File: src/rtl/alu_nibble_sequencer_if.sv
// Request/response bundle between the instruction datapath (master) and the
// nibble sequencer (slave); operand and result width is 4*NIBBLES bits.
interface alu_nibble_sequencer_if #(
    parameter int NIBBLES = 4
);
    localparam int W = 4 * NIBBLES;

    logic         req_valid;
    logic         req_ready;
    logic [3:0]   req_op;
    logic [W-1:0] req_a;
    logic [W-1:0] req_b;
    logic         req_cin;
    logic         resp_valid;
    logic         resp_ready;
    logic [W-1:0] resp_result;
    logic         resp_carry;
    logic         resp_zero;
    logic         resp_lt;

    modport master (
        output req_valid, req_op, req_a, req_b, req_cin, resp_ready,
        input  req_ready, resp_valid, resp_result, resp_carry, resp_zero, resp_lt
    );

    modport slave (
        input  req_valid, req_op, req_a, req_b, req_cin, resp_ready,
        output req_ready, resp_valid, resp_result, resp_carry, resp_zero, resp_lt
    );
endinterface

File: src/rtl/alu_nibble_sequencer.sv
// Runs a wide operation through a 4-bit ALU one nibble per cycle, LSB first,
// chaining carry/borrow and assembling the result and flags.
module alu_nibble_sequencer #(
    parameter int NIBBLES = 4
) (
    input  logic                 clk,
    input  logic                 rst_n,
    alu_nibble_sequencer_if.slave bus,
    output logic [3:0]           alu_a,
    output logic [3:0]           alu_b,
    output logic [3:0]           alu_mode,
    output logic                 alu_carry_f,
    output logic                 alu_borrow_f,
    input  logic [3:0]           alu_c,
    input  logic [3:0]           alu_flags
);
    localparam int W  = 4 * NIBBLES;
    localparam int KW = $clog2(NIBBLES);
    localparam logic [KW-1:0] K_LAST = KW'(NIBBLES - 1);

    typedef enum logic [1:0] {S_IDLE, S_RUN, S_DONE} state_t;
    typedef enum logic [3:0] {
        OP_ADD = 4'h0, OP_ADC = 4'h1, OP_SUB = 4'h2, OP_SBB = 4'h3,
        OP_SHL = 4'h4, OP_SHR = 4'h5
    } op_t;

    state_t       state, state_next;
    logic [KW-1:0] k;
    logic [3:0]   op_reg;
    logic [W-1:0] a_reg, b_reg, acc;
    logic         cin_reg, carry_reg, borrow_reg, lt_reg;

    logic [W-1:0] result_r;
    logic         carry_r, zero_r, lt_r;

    logic         is_add, is_sub;
    logic [W-1:0] a_sh, b_sh, shl_sh, acc_next;
    logic [3:0]   res_nib;
    logic         lt_next, final_carry;

    // The zero flag is recomputed from the assembled word, so the ALU's own is unused.
    logic unused_zero_flag;
    assign unused_zero_flag = alu_flags[2];

    function automatic logic [3:0] mode_of(input logic [3:0] op);
        if (op == OP_ADD || op == OP_ADC)      return 4'b0001;
        else if (op == OP_SUB || op == OP_SBB) return 4'b0011;
        else if (op >= 4'h4 && op <= 4'hB)     return op;
        else                                   return 4'b1111;
    endfunction

    always_comb begin
        // NOTE: every output of this block gets a default first, so no path infers a latch.
        state_next   = state;
        alu_a        = 4'h0;
        alu_b        = 4'h0;
        alu_mode     = 4'b1111;
        alu_carry_f  = 1'b0;
        alu_borrow_f = 1'b0;

        is_add = (op_reg == OP_ADD) || (op_reg == OP_ADC);
        is_sub = (op_reg == OP_SUB) || (op_reg == OP_SBB);

        // Shifting by 4k brings nibble k to the bottom without a variable part-select.
        a_sh   = a_reg >> {k, 2'b00};
        b_sh   = b_reg >> {k, 2'b00};
        shl_sh = (a_reg << 1) >> {k, 2'b00};

        if (state == S_RUN) begin
            alu_a        = a_sh[3:0];
            alu_b        = b_sh[3:0];
            alu_mode     = mode_of(op_reg);
            alu_carry_f  = is_add && ((k == '0) ? (op_reg == OP_ADC && cin_reg) : carry_reg);
            alu_borrow_f = is_sub && ((k == '0) ? (op_reg == OP_SBB && cin_reg) : borrow_reg);
        end

        // Shifts need the bit that crosses in from the neighbouring nibble.
        res_nib = alu_c;
        if (op_reg == OP_SHL)      res_nib = alu_c | {3'b000, shl_sh[0]};
        else if (op_reg == OP_SHR) res_nib = alu_c | {a_sh[4], 3'b000};

        acc_next = acc | (W'(res_nib) << {k, 2'b00});
        lt_next  = (a_sh[3:0] != b_sh[3:0]) ? alu_flags[3] : lt_reg;

        if (is_add)                final_carry = alu_flags[0];
        else if (is_sub)           final_carry = alu_flags[1];
        else if (op_reg == OP_SHL) final_carry = a_reg[W-1];
        else if (op_reg == OP_SHR) final_carry = a_reg[0];
        else                       final_carry = 1'b0;

        case (state)
            S_IDLE:  if (bus.req_valid) state_next = S_RUN;
            S_RUN:   if (k == K_LAST) state_next = S_DONE;
            S_DONE:  if (bus.resp_ready) state_next = S_IDLE;
            default: state_next = S_IDLE;
        endcase
    end

    always_ff @(posedge clk or negedge rst_n) begin
        if (!rst_n) begin
            state      <= S_IDLE;
            k          <= '0;
            op_reg     <= 4'h0;
            a_reg      <= '0;
            b_reg      <= '0;
            acc        <= '0;
            cin_reg    <= 1'b0;
            carry_reg  <= 1'b0;
            borrow_reg <= 1'b0;
            lt_reg     <= 1'b0;
            result_r   <= '0;
            carry_r    <= 1'b0;
            zero_r     <= 1'b0;
            lt_r       <= 1'b0;
        end else begin
            // NOTE: non-blocking assignments so every register samples pre-edge values.
            state <= state_next;
            case (state)
                S_IDLE: begin
                    if (bus.req_valid) begin
                        op_reg     <= bus.req_op;
                        a_reg      <= bus.req_a;
                        b_reg      <= bus.req_b;
                        cin_reg    <= bus.req_cin;
                        k          <= '0;
                        acc        <= '0;
                        carry_reg  <= 1'b0;
                        borrow_reg <= 1'b0;
                        lt_reg     <= 1'b0;
                    end
                end
                S_RUN: begin
                    k      <= k + 1'b1;
                    acc    <= acc_next;
                    lt_reg <= lt_next;
                    if (is_add) carry_reg  <= alu_flags[0];
                    if (is_sub) borrow_reg <= alu_flags[1];
                    // Response registers move only here, so they hold steady through DONE.
                    if (k == K_LAST) begin
                        result_r <= acc_next;
                        zero_r   <= (acc_next == '0);
                        carry_r  <= final_carry;
                        lt_r     <= lt_next;
                    end
                end
                default: ;
            endcase
        end
    end

    assign bus.req_ready   = (state == S_IDLE);
    assign bus.resp_valid  = (state == S_DONE);
    assign bus.resp_result = result_r;
    assign bus.resp_carry  = carry_r;
    assign bus.resp_zero   = zero_r;
    assign bus.resp_lt     = lt_r;
endmodule

File: src/flat_wrapper.sv
// flat-port wrapper written by rule: the top's interface ports become plain ports
module alu_nibble_sequencer_flat 
#(
    parameter int NIBBLES = 4
)
  (clk, rst_n, alu_a, alu_b, alu_mode, alu_carry_f, alu_borrow_f, alu_c, alu_flags, bus_req_valid, bus_req_op, bus_req_a, bus_req_b, bus_req_cin, bus_resp_ready, bus_req_ready, bus_resp_valid, bus_resp_result, bus_resp_carry, bus_resp_zero, bus_resp_lt);
  alu_nibble_sequencer_if #(.NIBBLES(NIBBLES)) bus_i ();
  input  logic clk;
  input  logic rst_n;
  output logic [3:0] alu_a;
  output logic [3:0] alu_b;
  output logic [3:0] alu_mode;
  output logic alu_carry_f;
  output logic alu_borrow_f;
  input  logic [3:0] alu_c;
  input  logic [3:0] alu_flags;
  input wire logic [$bits(bus_i.req_valid)-1:0] bus_req_valid;
  input wire logic [$bits(bus_i.req_op)-1:0] bus_req_op;
  input wire logic [$bits(bus_i.req_a)-1:0] bus_req_a;
  input wire logic [$bits(bus_i.req_b)-1:0] bus_req_b;
  input wire logic [$bits(bus_i.req_cin)-1:0] bus_req_cin;
  input wire logic [$bits(bus_i.resp_ready)-1:0] bus_resp_ready;
  output wire logic [$bits(bus_i.req_ready)-1:0] bus_req_ready;
  output wire logic [$bits(bus_i.resp_valid)-1:0] bus_resp_valid;
  output wire logic [$bits(bus_i.resp_result)-1:0] bus_resp_result;
  output wire logic [$bits(bus_i.resp_carry)-1:0] bus_resp_carry;
  output wire logic [$bits(bus_i.resp_zero)-1:0] bus_resp_zero;
  output wire logic [$bits(bus_i.resp_lt)-1:0] bus_resp_lt;
  assign bus_i.req_valid = bus_req_valid;
  assign bus_i.req_op = bus_req_op;
  assign bus_i.req_a = bus_req_a;
  assign bus_i.req_b = bus_req_b;
  assign bus_i.req_cin = bus_req_cin;
  assign bus_i.resp_ready = bus_resp_ready;
  assign bus_req_ready = bus_i.req_ready;
  assign bus_resp_valid = bus_i.resp_valid;
  assign bus_resp_result = bus_i.resp_result;
  assign bus_resp_carry = bus_i.resp_carry;
  assign bus_resp_zero = bus_i.resp_zero;
  assign bus_resp_lt = bus_i.resp_lt;
  alu_nibble_sequencer #(.NIBBLES(NIBBLES)) u_core (.clk(clk), .rst_n(rst_n), .bus(bus_i), .alu_a(alu_a), .alu_b(alu_b), .alu_mode(alu_mode), .alu_carry_f(alu_carry_f), .alu_borrow_f(alu_borrow_f), .alu_c(alu_c), .alu_flags(alu_flags));
endmodule
File: config.mk
export PLATFORM = sky130hd
export DESIGN_NAME = alu_nibble_sequencer_flat
export DESIGN_NICKNAME = d
export VERILOG_FILES = /design/src/rtl/alu_nibble_sequencer_if.sv /design/src/rtl/alu_nibble_sequencer.sv /design/src/flat_wrapper.sv
export SDC_FILE = /design/constraint.sdc
export NUM_CORES = 1
export LEC_CHECK = 0
export ABC_AREA = 1
export BUFFER_PORTS_ARGS = -buffer_cell sky130_fd_sc_hd__buf_2
export CAP_MARGIN = 20
export CORE_MARGIN = 5
export CORE_UTILIZATION = 54
export DETAILED_ROUTE_END_ITERATION = 16
export GPL_TIMING_DRIVEN = 0
export PLACE_DENSITY = 0.78
export SLEW_MARGIN = 20
export SYNTH_ARGS = -nofsm -noshare
export SYNTH_HDL_FRONTEND = slang
export SYNTH_SLANG_ARGS = --single-unit
File: constraint.sdc
create_clock -name clk -period 2.2 [get_ports clk]
set_input_delay 0.44 -clock clk [delete_from_list [all_inputs] [get_ports clk]]
set_output_delay 0.44 -clock clk [all_outputs]
set_load 0.005 [all_outputs]
==> results of run 1 <==
[per-stage QoR]
step	hold slack, ns	TNS [ns]
2_1_floorplan	0.144	0
3_3_place_gp	0.460	0
3_5_place_dp	0.386	0
4_1_cts	0.00573	-0.0470
5_1_grt	0.0156	-0.0277
6_report	0.00282	0
[power by group through the flow]
| stage | Clock (W) | Combinational (W) | Sequential [W] |
|---|---|---|---|
| finish | 0.00119 | 0.00381 | 0.00249 |
| global route | 0.00127 | 0.00426 | 0.00256 |
| CTS | 0.00121 | 0.00366 | 0.00246 |
| detailed placement | 0 | 0.00348 | 0.00249 |
| global placement | 0 | 0.00338 | 0.00246 |
| floorplan | 0 | 0.00248 | 0.00242 |
[layout by cell type (no fill, tap or decap), types with 3 or more instances in the layout]
cell type	count
buf_4	15
nor2_2	3
nand3_1	30
ha_1	3
nor2_1	37
mux2_2	26
nor3_1	4
a31oi_1	4
o21bai_1	3
buf_2	91
nand2_1	94
buf_6	4
clkbuf_8	10
inv_1	43
o21ai_0	26
dfrtp_1	78
nand2_2	4
xnor2_1	4
a21oi_1	33
inv_2	5
clkbuf_1	4
[cells by family (layout without fill, tap and decap cells)]
group	count (synthesis)	in the layout	share of synthesized area, %
muxes	26	26	7.54
adders and majority gates	5	5	1.61
and+or+nand+nor	180	180	19.9
buffers and inverters	72	182	8.57
AOI/OAI and AO/OA	74	74	10.5
DFF	79	79	50.9
xor gates and xnor gates	4	4	0.902
[worst paths after layout]
check	from	endpoint	slack, ns	depth (start not counted)
max	u_core.k[0]	alu_borrow_f	0.09	8
min	rst_n	u_core.cin_reg	0.003	1
max reg2reg	u_core.op_reg[3]	u_core.bus.resp_zero	0.30	14
min reg2reg	u_core.bus.resp_result[15]	u_core.bus.resp_result[15]	0.48	2
max in group asynchronous	rst_n	u_core.b_reg[12]	1.61	2
min in group clk	bus_resp_ready	u_core.state[1]	0.28	2
[layer usage]
| layer | GRT usage, % | vias up | routed length (um) | share of wire, % |
|---|---|---|---|---|
| met5 | 0 | - | 0 | 0 |
| met3 | 6.37 | 16 | 769 | 8.0 |
| li1 | - | 1627 | - | - |
| met4 | 6.73 | 0 | 131 | 1.4 |
| met1 | 29.5 | 1568 | 4080 | 43 |
| met2 | 36.8 | 154 | 4580 | 48 |
[area by class of cell]
cell class | count | area, sq um
Multi-Input combinational cell | 289 | 1630
Sequential cell | 79 | 1980
Inverter | 49 | 191
Tap cell | 99 | 124
Clock buffer | 11 | 141
Fill cell | 603 | 2310
Timing Repair Buffer | 96 | 542
Clock inverter | 5 | 81.3
Buffer | 21 | 144
[timing repair]
item / in CTS / in global routing
setup endpoints to repair: 2 / 10
resized for setup: 12 / 12
pin swaps: 4 / 7
setup buffers: 5 / 8
==> reports/qor.csv, run 1 <==
metric,value,unit
Syn. warnings,0,
Die Wd,94.8,um
post-synthesis cell type count,33,
P_leak,2.47,nW
fin crit share,96.0,%
Buffers on Ports,82,
initial antenna violation count,0,
register area share after synthesis,50.9,%
Clock Power Share,15.9,%
worst vdd ir,0.00106,V
Worst-Margin Slew,0.473,ns
pwr dens,1550,nW/um^2
critical path arrival,1.67,ns
Post-DRT Antenna Nets,0,
Placed Area,4450,sq um
Worst Hold Class,in2async,
# hold bufs at CTS,0,
Num CTS Buffers,9,
worst clock skew,0.0105,ns
later-pin clock latency in the skew report,0.35,ns
crit-path max FO,3,
crit path max-delay cell type,dfrtp_2,
asr flop ratio synth,100,%
number of enable flip-flop cells after synthesis,0,
Net Sw Power,0.00307,W
worst setup path class,reg2out,
global-route wire length before repair,15700,um
Worst setup SP type,flop,
Syn Nets,494,
average size of a mapped cell,8.82,sq um
Site Rows,31,
1st-iter DRT viols,232,
most frequent cells after synthesis,"nand2_1, dfrtp_1, inv_1",
H-tree depth,3,
root buffer cell,clkbuf_8,
Detailed Place HPWL,6840,um
Max Slew Vio Count,0,
"CTS clk-pin slew, worst paths",0.08,ns
placed insts,622,
Die Area,8990,sq um
DRC errors left,0,
DR pass1 iterations,5,
"Hold Vio Cnt, Final",0,
CTS tree,built,
Starting Density,54.4,%
Area Growth Syn to Fin,24.4,%
Cells after Synth,440,
CP peak stage delay,0.47,ns
ANT cells,0,
Tot GR Track Use,22.6,%
fin crit period,2.11,ns
Post-Syn Area,3880,sq um
Setup crit end kind,output pin,
Gate power share,50.8,%
clk sink count,79,
final setup fails,0,
synth top area cells,"dfrtp_1, nand2_1, mux2_2",
WL/cell,14.7,um
dominant cell type by area after synthesis,dfrtp_1,
vias in the first global route,3312,
pin count of the biggest net entering global routing,54,
final worst slack,0.0874,ns
"count leader, synth",nand2_1,
Max-cap violations,0,
Synth top area share,50.9,%
routed wire length,9560,um
IO Count,84,
placer congestion estimate,0.800,
Sequential Power Share,33.3,%
outcome,finished clean,
deepest clock path buffer count,2,
share of cells above drive strength 1,32.4,%
Core ar.,7140,sq um
die height,94.8,um
GRT overflow,0,
fin area,4830,sq um
Post-layout nets,599,
Fmax achieved,0.473,GHz
Total Power Consumption,0.00749,W
critical path's top delay family,flip-flops,
Sw Share,41.0,%
vias per inst,5.18,
DR vias,3365,
worst slack at placement,0.152,ns
cell-internal power,0.00442,W
#FFs+latches synth,79,
main flop type after synthesis,dfrtp_1,
Critical Path RT,1.76,ns
Non-Filler Instances,649,
RSZ-0062 raised after global routing,true,
final design utilization,67.7,%
worst path buffer plus inverter count,3,
Slew HR,68.5,%
crit-path cells,inv_8 -> buf_8 -> ha_4 -> nand2_4 -> nor4_4 -> a21oi_1 -> nor3_1 -> buf_2,
Power figures use the tool's default switching activity.
==> inputs of run 2 (changes only) <==
Settings changed: GPL_TIMING_DRIVEN 0 to not set.
==> run 2 against run 1 <==
Against the previous run:
- via count down 2.9%
- cell count down 2.9%
- global-route usage down 0.97 points
- die area unchanged
- clock-buffer cell count down 1
- sequential power about the same
- clock skew down 0.0031 ns
- critical path type unchanged
- worst setup slack better by 0.0096 ns
==> reports/qor.csv, run 2 (synthesis gave the netlist of run 1 again) <==
metric,value,unit
outcome,finished clean,
reg2reg path depth,13,
global-route wire length before repair,15100,um
Worst Hold Class,in2async,
Placed Area,4380,sq um
CTS tree,built,
Detailed Place HPWL,6240,um
Fmax achieved,0.476,GHz
pwr dens,1530,nW/um^2
deepest clock path buffer count,2,
DR pass1 iterations,4,
"commonest non-fill, non-tap cells in the layout","nand2_1, buf_2, dfrtp_1, inv_1, nor2_1",
vias per inst,5.19,
"Hold Vio Cnt, Final",0,
pin count of the biggest net entering global routing,39,
P_leak,2.38,nW
DR vias,3268,
later-pin clock latency in the skew report,0.35,ns
Die Area,8990,sq um
placed insts,610,
placer congestion estimate,0.806,
DRC errors left,0,
fin crit period,2.10,ns
Buffers on Ports,82,
final worst slack,0.0970,ns
Starting Density,54.4,%
Max-cap violations,0,
Die Wd,94.8,um
Worst-Margin Slew,0.487,ns
Fillers,618,
ANT cells,0,
critical path arrival,1.66,ns
worst clock skew,0.00733,ns
GRT overflow,0,
Area Growth Syn to Fin,19.8,%
Setup crit end kind,output pin,
1st-iter DRT viols,171,
Post-DRT Antenna Nets,0,
"CTS clk-pin slew, worst paths",0.08,ns
routed wire length,8980,um
worst setup path class,reg2out,
Levels on crit path,7,
initial antenna violation count,0,
worst vdd ir,0.000876,V
worst slack at placement,0.274,ns
Post-layout nets,580,
Hold Slack,0.0443,ns
vias in the first global route,3355,
die height,94.8,um
fin area,4650,sq um
Site Rows,31,
Max Slew Vio Count,0,
crit-path max FO,9,
Non-Filler Instances,630,
H-tree depth,3,
root buffer cell,clkbuf_8,
WL/cell,14.3,um
Tot GR Track Use,21.6,%
Slew HR,67.6,%
Num CTS Buffers,9,
crit-path cells,inv_2 -> ha_4 -> inv_1 -> nor4_2 -> a21oi_1 -> nor3_1 -> buf_2,
crit path max-delay cell type,dfrtp_1,
final setup TNS,0,ns
IO Count,84,
register area,1980,sq um
CP peak stage delay,0.41,ns
"commonest non-fill, non-tap cell in the layout",nand2_1,
share of cells above drive strength 1,30.5,%
critical path's top delay family,flip-flops,
Core ar.,7140,sq um
clk sink count,79,
fin crit share,95.6,%
multi-input logic area,1600,sq um
Worst setup SP type,flop,
final setup fails,0,
Critical Path RT,1.76,ns
worst path buffer plus inverter count,3,
-- run 2: changes by cell type in the layout (fill, tap and decap cells not counted), moves of 2 or more --
| cell | before | now |
|---|---|---|
| buf_2 | 91 | 82 |
| buf_6 | 4 | 1 |
| inv_2 | 5 | 3 |
| clkbuf_1 | 4 | 0 |
| buf_8 | 2 | 0 |
| inv_6 | 0 | 2 |
-- run 2: path summary, 6_finish.rpt --
| check | start | to | slack [ns] |
|---|---|---|---|
| max | u_core.op_reg[3] | alu_borrow_f | 0.1 |
| min | rst_n | u_core.cin_reg | 0.04 |
| max reg2reg | u_core.op_reg[3] | u_core.bus.resp_zero | 0.40 |
| min reg2reg | u_core.bus.resp_result[7] | u_core.bus.resp_result[7] | 0.48 |
| max in group asynchronous | rst_n | u_core.a_reg[7] | 1.50 |
| min in group clk | bus_resp_ready | u_core.state[1] | 0.27 |
-- run 2: stage by stage --
step | utilization, % | power (W)
global route | 65.1 | 0.00775
global placement | 61.4 | 0.00571
finish | 65.1 | 0.00709
floorplan | - | 0.00490
detailed placement | 61.4 | 0.00585
CTS | 64.4 | 0.00702
-- run 2: worst register-to-register path, delay by kind of cell, from the launching register on --
family	cells	cell delay, ns
AND/OR/NAND/NOR	8	0.78
flip-flops	1	0.41
buffers and inverters	3	0.23
adder cells (fa/ha/maj)	1	0.16
AO/OA/AOI/OAI	1	0.12
-- run 2: power by group --
part,switching (W),total (W),leakage [nW],internal (W)
sequential,0.000372,0.00248,0.967,0.00211
combinational,0.00204,0.00350,1.31,0.00146
clock,0.000551,0.00111,0.103,0.000561
-- run 2: layer usage --
metal / GRT usage [%] / wire, um
met5: 0 / 0
met3: 5.74 / 657
met4: 6.61 / 121
met2: 35.3 / 4370
met1: 28.3 / 3840
-- run 2: final cells by class --
cell class	instances	area share (%)
sequential	79	42.5
multi-input combinational	289	34.4
timing repair buffer	98	11.8
inverter	49	4.14
clock buffer	10	2.96
tap	99	2.66
clock inverter	6	1.48
-- run 2: repair_timing --
action                     CTS  global route
setup endpoints to repair    2             9
gates cloned                 0             0
setup buffers                0             4
hold buffers                 0             0
gates resized for setup      2             8
pin swaps                    0             0
